$ cat src/rtl/alsu_drv_pkg.sv
// Shared definitions for the ALSU command driver: FSM state encoding,
// flag bit positions within cmd_flags and the parked ALSU drive value.
package alsu_drv_pkg;

    typedef enum logic [1:0] {
        ST_IDLE    = 2'd0,
        ST_DRIVE   = 2'd1,
        ST_CAPTURE = 2'd2,
        ST_RESP    = 2'd3
    } state_t;

    // Bit positions inside cmd_flags
    localparam int FLG_CIN   = 0;
    localparam int FLG_SIN   = 1;
    localparam int FLG_RED_A = 2;
    localparam int FLG_RED_B = 3;
    localparam int FLG_BYP_A = 4;
    localparam int FLG_BYP_B = 5;
    localparam int FLG_DIR   = 6;
    localparam int FLG_W     = 7;

    // Everything the ALSU sees from the driver, bundled as one register
    typedef struct packed {
        logic [2:0]       a;
        logic [2:0]       b;
        logic [2:0]       opcode;
        logic [FLG_W-1:0] flags;
    } alsu_drive_t;

    // Park value: AND of zeros with no flags, so the ALSU loads out=0, leds=0
    localparam logic [2:0]       PARK_A      = 3'd0;
    localparam logic [2:0]       PARK_B      = 3'd0;
    localparam logic [2:0]       PARK_OPCODE = 3'd0;
    localparam logic [FLG_W-1:0] PARK_FLAGS  = '0;
    localparam alsu_drive_t      PARK_DRIVE  = '{a: PARK_A, b: PARK_B,
                                                 opcode: PARK_OPCODE,
                                                 flags: PARK_FLAGS};

endpackage

$ cat src/rtl/alsu_drv_cnt.sv
// Loadable down-counter for the drive phase. Decrements saturate at zero
// so the counter can never wrap; zero flags the last drive edge.
module alsu_drv_cnt #(
    parameter int CYC_W = 4
) (
    input  logic             clk,
    input  logic             rst,
    input  logic             load,
    input  logic [CYC_W-1:0] load_val,
    input  logic             dec,
    output logic [CYC_W-1:0] count,
    output logic             zero
);

    // Count register: load has priority, decrement stops at zero
    always_ff @(posedge clk or negedge rst) begin
        // NOTE: state registers use non-blocking assignment so every
        // register samples pre-edge values, independent of block order.
        if (!rst) begin
            count <= '0;
        end else if (load) begin
            count <= load_val;
        end else if (dec && (count != '0)) begin
            count <= count - 1'b1;
        end
    end

    assign zero = (count == '0);

endmodule

$ cat src/rtl/alsu_driver.sv
// Command-side master for the ALSU. Accepts one command, drives the ALSU
// inputs for cmd_cycles+1 edges, parks them for one edge, captures the
// registered ALSU result and returns it on a valid/ready response port.
module alsu_driver
    import alsu_drv_pkg::*;
#(
    parameter int CYC_W = 4,
    parameter int TAG_W = 4
) (
    input  logic             clk,
    input  logic             rst,
    // command port
    input  logic             cmd_valid,
    output logic             cmd_ready,
    input  logic [2:0]       cmd_a,
    input  logic [2:0]       cmd_b,
    input  logic [2:0]       cmd_opcode,
    input  logic [6:0]       cmd_flags,
    input  logic [CYC_W-1:0] cmd_cycles,
    input  logic [TAG_W-1:0] cmd_tag,
    // ALSU drive
    output logic [2:0]       alsu_a,
    output logic [2:0]       alsu_b,
    output logic [2:0]       alsu_opcode,
    output logic             alsu_cin,
    output logic             alsu_serialin,
    output logic             alsu_red_op_a,
    output logic             alsu_red_op_b,
    output logic             alsu_bypass_a,
    output logic             alsu_bypass_b,
    output logic             alsu_direction,
    // ALSU result
    input  logic [5:0]       alsu_out,
    input  logic [15:0]      alsu_leds,
    // response port
    output logic             rsp_valid,
    input  logic             rsp_ready,
    output logic [5:0]       rsp_out,
    output logic [15:0]      rsp_leds,
    output logic [TAG_W-1:0] rsp_tag
);

    state_t           state_q;
    state_t           state_d;
    alsu_drive_t      drive_q;
    logic [TAG_W-1:0] tag_q;
    logic [CYC_W-1:0] cnt_val;
    logic             cnt_zero;

    // Strobes decoded from the current state and handshakes
    logic accept;
    logic drive_done;
    logic capture;
    logic release_rsp;

    // Drive-length counter
    alsu_drv_cnt #(.CYC_W(CYC_W)) u_cnt (
        .clk      (clk),
        .rst      (rst),
        .load     (accept),
        .load_val (cmd_cycles),
        .dec      (state_q == ST_DRIVE),
        .count    (cnt_val),
        .zero     (cnt_zero)
    );

    // State register
    always_ff @(posedge clk or negedge rst) begin
        if (!rst) begin
            state_q <= ST_IDLE;
        end else begin
            state_q <= state_d;
        end
    end

    // Next-state logic
    always_comb begin
        // NOTE: assigning a default before the case keeps every path
        // assigned, so no latch is inferred for state_d.
        state_d = state_q;
        case (state_q)
            ST_IDLE:    if (cmd_valid) state_d = ST_DRIVE;
            ST_DRIVE:   if (cnt_zero)  state_d = ST_CAPTURE;
            ST_CAPTURE:                state_d = ST_RESP;
            ST_RESP:    if (rsp_ready) state_d = ST_IDLE;
            default:                   state_d = ST_IDLE;
        endcase
    end

    // Output decode: cmd_ready and the register-update strobes
    always_comb begin
        cmd_ready   = (state_q == ST_IDLE);
        accept      = (state_q == ST_IDLE)    && cmd_valid;
        drive_done  = (state_q == ST_DRIVE)   && cnt_zero;
        capture     = (state_q == ST_CAPTURE);
        release_rsp = (state_q == ST_RESP)    && rsp_ready;
    end

    // Registered ALSU drive, latched tag and response outputs
    always_ff @(posedge clk or negedge rst) begin
        // NOTE: only control and data output registers here; all of them
        // have a defined reset value because the reset state is visible.
        if (!rst) begin
            drive_q   <= PARK_DRIVE;
            tag_q     <= '0;
            rsp_valid <= 1'b0;
            rsp_out   <= '0;
            rsp_leds  <= '0;
            rsp_tag   <= '0;
        end else begin
            if (accept) begin
                drive_q <= '{a: cmd_a, b: cmd_b, opcode: cmd_opcode,
                             flags: cmd_flags};
                tag_q   <= cmd_tag;
            end else if (drive_done) begin
                drive_q <= PARK_DRIVE;
            end

            if (capture) begin
                rsp_out   <= alsu_out;
                rsp_leds  <= alsu_leds;
                rsp_tag   <= tag_q;
                rsp_valid <= 1'b1;
            end else if (release_rsp) begin
                rsp_valid <= 1'b0;
            end
        end
    end

    assign alsu_a         = drive_q.a;
    assign alsu_b         = drive_q.b;
    assign alsu_opcode    = drive_q.opcode;
    assign alsu_cin       = drive_q.flags[FLG_CIN];
    assign alsu_serialin  = drive_q.flags[FLG_SIN];
    assign alsu_red_op_a  = drive_q.flags[FLG_RED_A];
    assign alsu_red_op_b  = drive_q.flags[FLG_RED_B];
    assign alsu_bypass_a  = drive_q.flags[FLG_BYP_A];
    assign alsu_bypass_b  = drive_q.flags[FLG_BYP_B];
    assign alsu_direction = drive_q.flags[FLG_DIR];

endmodule

$ cat config.mk
export PLATFORM = sky130hd
export DESIGN_NAME = alsu_driver
export DESIGN_NICKNAME = d
export VERILOG_FILES = /design/src/rtl/alsu_drv_pkg.sv /design/src/rtl/alsu_drv_cnt.sv /design/src/rtl/alsu_driver.sv
export SDC_FILE = /design/constraint.sdc
export NUM_CORES = 1
export LEC_CHECK = 0
export ABC_AREA = 0
export BUFFER_PORTS_ARGS = -buffer_cell sky130_fd_sc_hd__buf_2
export CAP_MARGIN = 20
export CORE_AREA = 4 4 74 83
export CTS_CLUSTER_DIAMETER = 100
export CTS_CLUSTER_SIZE = 40
export DETAILED_ROUTE_END_ITERATION = 7
export DIE_AREA = 0 0 78 87
export PLACE_DENSITY = 0.79
export SYNTH_ARGS = -nofsm -noshare
export SYNTH_HDL_FRONTEND = slang
export SYNTH_HIERARCHICAL = 1
export SYNTH_SLANG_ARGS = --single-unit
$ cat constraint.sdc
create_clock -name clk -period 1.86 [get_ports clk]
set_input_delay 0.372 -clock clk [delete_from_list [all_inputs] [get_ports clk]]
set_output_delay 0.372 -clock clk [all_outputs]
set_load 0.01 [all_outputs]
Word level (Yosys, flattened, before mapping)
Index checks and enable logic that the tools add are counted.
{"block": "totals", "regBits": 53, "latch_bits": 0, "mem_bits_rw": 0, "romBits": 0, "in_bits": 50, "memories": 0}
{"block": "classes", "n_addsub": 1, "multipliers": 0, "div": 0, "magnitude_cmp": 0, "n_eq_ne": 6, "shift": 0, "muxes": 10, "bitwise": 0, "reduce_logical": 11}
{"cell": "2-to-1 mux 16 bit", "count": 2}
{"cell": "2-to-1 mux 4 bit", "count": 2}
{"cell": "one-hot mux 2 bit (4 select lines)", "count": 1}
{"cell": "2-to-1 mux 2 bit", "count": 3}
{"cell": "inequality test 2 bit, second input constant", "count": 3}
{"cell": "nonzero test 2 bit", "count": 3}
{"cell": "== test 2 bit, second input constant", "count": 2}
{"cell": "logical AND 1 bit", "count": 4}
{"cell": "logical NOT 4 bit", "count": 1}
{"cell": "nonzero test 4 bit", "count": 1}
{"cell": "subtractor 4 x 1 -> 4 bit, second input constant", "count": 1}
{"cell": "AND reduction 3 bit", "count": 1}
{"cell": "== test 2 x 1 -> 1 bit, second input constant", "count": 1}
{"cell": "logical NOT 2 bit", "count": 1}
{"cell": "2-to-1 mux 1 bit", "count": 2}

Longest topological paths before layout
{"block": "logic_depth", "word_depth": 4, "depth_mapped": 7}

Cells and area by module
The synthesis kept the hierarchy.
{"module": "alsu_driver", "n_inst": 1, "cells_per_inst": 119, "area_each_um2": 1878.1, "seq_area_each_um2": 1226.2}
{"module": "alsu_drv_cnt", "n_inst": 1, "cells_per_inst": 27, "area_each_um2": 270.3, "seq_area_each_um2": 100.1}

Worst setup path before layout
Ideal clock, no wire load.
{"block": "synth_timing", "path_kind": "register to register", "start": "reg state_q[0]", "end": "reg u_cnt.count[1]", "setup_ns": 0.080, "arrival_time_ns": 1.872, "path_slack_ns": -0.092, "stages_incl_launch_ff": 8, "period_less_slack_ns": 1.952, "path_cell_list": "dfrtp_1 inv_1 ha_1 and2_0 clkbuf_1 buf_6 or4_1 o211ai_2"}
{"block": "synth_via", "elab_chain_cells": 3, "word_cells_on_any_way": 6, "classes_between": "eq/ne (1); mux (1); reduce/logical (4)"}
{"element": "start, declared", "line": "alsu_driver.sv:43", "rtl": "state_t state_q;"}
{"element": "start signal, assigned", "line": "alsu_driver.sv:72", "rtl": "state_q <= state_d;"}
{"element": "logical NOT 2 bit *"}
{"element": "via cmd_ready", "line": "alsu_driver.sv:14", "rtl": "output logic cmd_ready,"}
{"element": "logical AND 1 bit *", "line": "alsu_driver.sv:93", "rtl": "accept = (state_q == ST_IDLE) && cmd_valid;"}
{"element": "via accept", "line": "alsu_driver.sv:51", "rtl": "logic accept;"}
{"element": "2-to-1 mux 4 bit or nonzero test 2 bit (tied branches)"}
{"element": "end signal, assigned", "line": "alsu_drv_cnt.sv:22", "rtl": "count <= load_val;"}
{"element": "end signal, assigned", "line": "alsu_drv_cnt.sv:24", "rtl": "count <= count - 1'b1;"}
{"element": "end, declared", "line": "alsu_drv_cnt.sv:11", "rtl": "output logic [CYC_W-1:0] count,"}
The timed path passes the listed nets; every way through them passes the cells marked *.
A chain may end at the register's enable or synchronous reset.

Final worst setup path
{"block": "layout_timing", "start": "reg u_cnt.count[0]", "end": "reg state_q[1]"}
{"block": "layout_via", "elab_chain_cells": 3}
{"element": "logical NOT 4 bit", "line": "alsu_drv_cnt.sv:28", "rtl": "assign zero = (count == '0);"}
{"element": "via cnt_zero", "line": "alsu_driver.sv:48", "rtl": "logic cnt_zero;"}
{"element": "inequality test 2 bit (no source line)"}
{"element": "AND reduction 3 bit (no source line)"}
The timed path passes the listed nets, and every way through them passes these cells.

==> impl_metrics.yaml <==
global_routing:
  grt_overflow: 0
  grt_first_pass_wirelength_microns: 7840
  grt_pass1_vias: 1641
  grt_usage_pct: 14.7
  grt_max_degree: 54
  antenna_found_initial: 0
setup_path:
  r2r-start: "u_cnt/count[0]$_DFFE_PN0P_"
  critPathArrivalTime_ns: 2.03
  regToRegSetupSlack_ns: 0.02
  start_kind: "register"
  critPathKind: "register to register"
  critical-path-max-stage-delay_ns: 0.43
  cp_common_cell: "inv_1"
  path_max_fanout: 4
  critPathRequiredTime_ns: 2.05
  cpMaxStageDelayCell: "dfrtp_1"
  end_kind: "register"
  rr_endpoint: "state_q[1]$_DFFE_PN0P_"
  reg2regPathDepth: 7
  startpoint: "u_cnt/count[0]$_DFFE_PN0P_"
  crit_chain: "inv_1 -> ha_2 -> nor3b_4 -> inv_1 -> a222oi_1 -> buf_4 -> mux2_1"
synthesis:
  synth-simple-area-share_pct: 4.43
  synth_top_family_by_area: "multiplexers"
  synth.net_count: 202
  avgSynthCellArea_sq_um: 14.7
  synth_xor_area_share_pct: 0
  ys_types: 30
  ys_warn_count: 6
  synth_compound_area_share_pct: 10.3
  synthCells: 146
  ys_ff_latch: 53
  synthAdderAreaFrac_pct: 3.49
  synthMuxAreaShare_pct: 16.7
  synth_area_sq_mm: 0.00215
  ys_seq_area_share_pct: 61.7
detailed_routing:
  drt_iter0_drc: 44
  wl_microns: 4750
  antenna_left: 0
  met1_length_microns: 2000
  viasPerCell: 4.77
  dr.pass1.iters: 4
  top_layer: "met4"
  vias: 1546
  drc: 0
  wl_met3_microns: 372
  wl_met2_microns: 2300
  wire_per_inst_microns: 14.7
cells_and_area:
  ff_latch_area_sq_mm: 0.00133
  multiInputGateArea_sq_um: 769
  drive_above_1_share_pct: 59.0
  fillers: 452
  utilization_pct: 54.1
  layoutNonFillerInstCount: 324
  fin_area_sq_mm: 0.00286
  fin_nets: 304
  synthToLayoutAreaGrowth_pct: 33.2
  num_antenna_cells: 0
pwr:
  p_comb_share_pct: 46.0
  total_power_uw: 5010
  power_frac_clock_pct: 13.4
  p_leak_uw: 0.00145
  power.density_mw_per_mm2: 1750
  p_sw_share_pct: 34.8
  switching_power_uw: 1740
  ir_drop_mv: 0.804
  internal-power_uw: 3270
  seq_power_share_pct: 40.5
place:
  place_congestion: 0.738
  dpl.cell_count: 313
  placed_area_sq_mm: 0.00273
  portBuffers: 93
  dp_hpwl_microns: 3400
clocking:
  cts_tree: "done"
  postCtsHoldBufs: 0
  cts_sinks: 53
  h-tree-depth: 2
  cts-buffers-inserted: 5
  clk_latency_ns: 0.30
  path_clk_slew_ns: 0.09
  cts_buffer_depth: 2
  root_buffer: "clkbuf_8"
status:
  status: "finished clean"
sta:
  finalCriticalPeriod_ns: 1.84
  worst_pin_slew_ns: 0.652
  relSlewSlack_pct: 56.5
  slew_violations: 0
  finalCritPeriodShare_pct: 99.1
  setup_violations: 0
  fmax_mhz: 543
  skew_ns: 0.00445
  hold_violations: 0
floorplanning:
  fp.dieArea_sq_mm: 0.00679
  core_sq_mm: 0.00529
  dieHeight_microns: 87
  rows: 28
  pin_count: 94
  die_w_microns: 78
  start_util_pct: 40.6
min_path:
  hold_class: "input port to asynchronous set/reset pin"
flow_run:
  cap_violations: 0
-- registers in the layout, indices dropped and copies added (netlist names), 3 cells and up --
| signal | flops |
|---|---|
| rsp_out | 6 |
| tag_q | 4 |
| alsu_b | 3 |
| u_cnt/count | 4 |
| rsp_tag | 4 |
| rsp_leds | 16 |
| alsu_a | 3 |
| alsu_opcode | 3 |
-- final cells by class --
cell class              instances  area share [%]
clock buffers                   6            2.89
clock inverters                 2           0.481
inverters                       8            1.05
multi-input cells              78            26.9
flip-flops and latches         53            46.3
well taps                      75            3.28
repair buffers                102            19.1
-- power groups by stage --
stage | Clock [uW] | Combinational (uW) | Sequential, uW
2_1_floorplan | 0 | 1210 | 2240
3_3_place_gp | 0 | 2190 | 2020
4_1_cts | 710 | 2290 | 2030
6_report | 674 | 2310 | 2030
3_5_place_dp | 0 | 2250 | 2050
5_1_grt | 751 | 2540 | 2110
-- cells in the final DEF (no fill, tap or decap) --
cell,count
buf_2,93
dfrtp_1,53
mux2_2,30
a22o_1,16
inv_1,8
buf_4,8
clkbuf_8,6
nand2_1,4
ha_1,4
ha_2,2
nor3_1,2
o21ai_0,2
and2_2,1
a21oi_4,1
nor2_1,1
a222oi_1,1
mux2i_1,1
mux2_1,1
a21o_1,1
clkinv_4,1
clkinv_2,1
buf_12,1
nor3b_4,1
nor4b_2,1
nor3b_1,1
a221o_1,1
and4b_1,1
a21oi_1,1
or4_1,1
o211ai_2,1
o21a_1,1
or2b_1,1
o31a_1,1
-- routing by layer --
| layer | track usage, % | up-vias |
|---|---|---|
| met5 | 0 | - |
| met4 | 5.25 | 0 |
| met3 | 4.24 | 8 |
| met2 | 24.5 | 69 |
| met1 | 18.4 | 742 |
| li1 | - | 727 |
-- cells in the mapped netlist, drive strengths merged --
library cell / instances / share of area [%]
nor3: 2 / 0.47
a222oi: 1 / 0.47
a221o: 1 / 0.47
a21o: 1 / 0.35
nor3b: 2 / 0.93
and2: 1 / 0.29
or4: 1 / 0.35
clkbuf: 1 / 0.17
or2b: 1 / 0.35
a21oi: 2 / 0.64
dfrtp: 53 / 62
o21a: 1 / 0.35
nor4b: 1 / 0.70
inv: 8 / 1.4
a22o: 16 / 6.5
nor2: 1 / 0.17
mux2i: 1 / 0.47
buf: 6 / 1.8
and4b: 1 / 0.47
mux2: 31 / 16
o21ai: 2 / 0.47
o211ai: 1 / 0.58
ha: 6 / 3.5
nand2: 4 / 0.70
o31a: 1 / 0.41
-- worst max-delay path, delay by kind of cell, from the launching register on --
kind,cells,cell delay [ns]
adders and majority gates,1,0.20
DFF,1,0.43
and+or+nand+nor,1,0.23
buffers and inverters,3,0.34
AOI/OAI and AO/OA,1,0.23
muxes,1,0.31
-- per-stage QoR --
stage	hold slack (ns)	TNS (ns)	worst slack [ns]
floorplan	0.0764	0	0.0313
global placement	0.460	0	0.0694
detailed placement	0.477	-0.0440	-0.0440
CTS	0.194	-0.00781	-0.00781
global route	0.227	-0.00891	-0.00891
finish	0.170	0	0.0174
-- cells by family (layout without fill, tap and decap cells) --
logic type	Yosys count	count (layout)
AO/OA/AOI/OAI	26	26
adder cells (fa/ha/maj)	6	6
multiplexers	32	32
buffers and inverters	15	118
flip-flops	53	53
AND/OR/NAND/NOR	14	14
-- timing repair --
item | 4_1_cts | 5_1_grt
endpoints found under the setup margin | 2 | 19
cloned | 0 | 0
resized for setup | 2 | 2
pin swaps | 1 | 1
buffers inserted | 1 | 2
-- worst max path at each step --
| stage | endpoint | slack (ns) | depth (start not counted) |
|---|---|---|---|
| after global routing | state_q[1]$_DFFE_PN0P_ | -0.009 | 7 |
| after detailed placement | state_q[1]$_DFFE_PN0P_ | -0.04 | 6 |
| after floorplan | u_cnt/count[1]$_DFFE_PN0P_ | 0.03 | 7 |
| after global placement | state_q[1]$_DFFE_PN0P_ | 0.07 | 6 |
| final | state_q[1]$_DFFE_PN0P_ | 0.02 | 7 |
| after CTS | alsu_bypass_a$_DFFE_PN0P_ | -0.008 | 5 |
(Power assumes the default switching activity.)
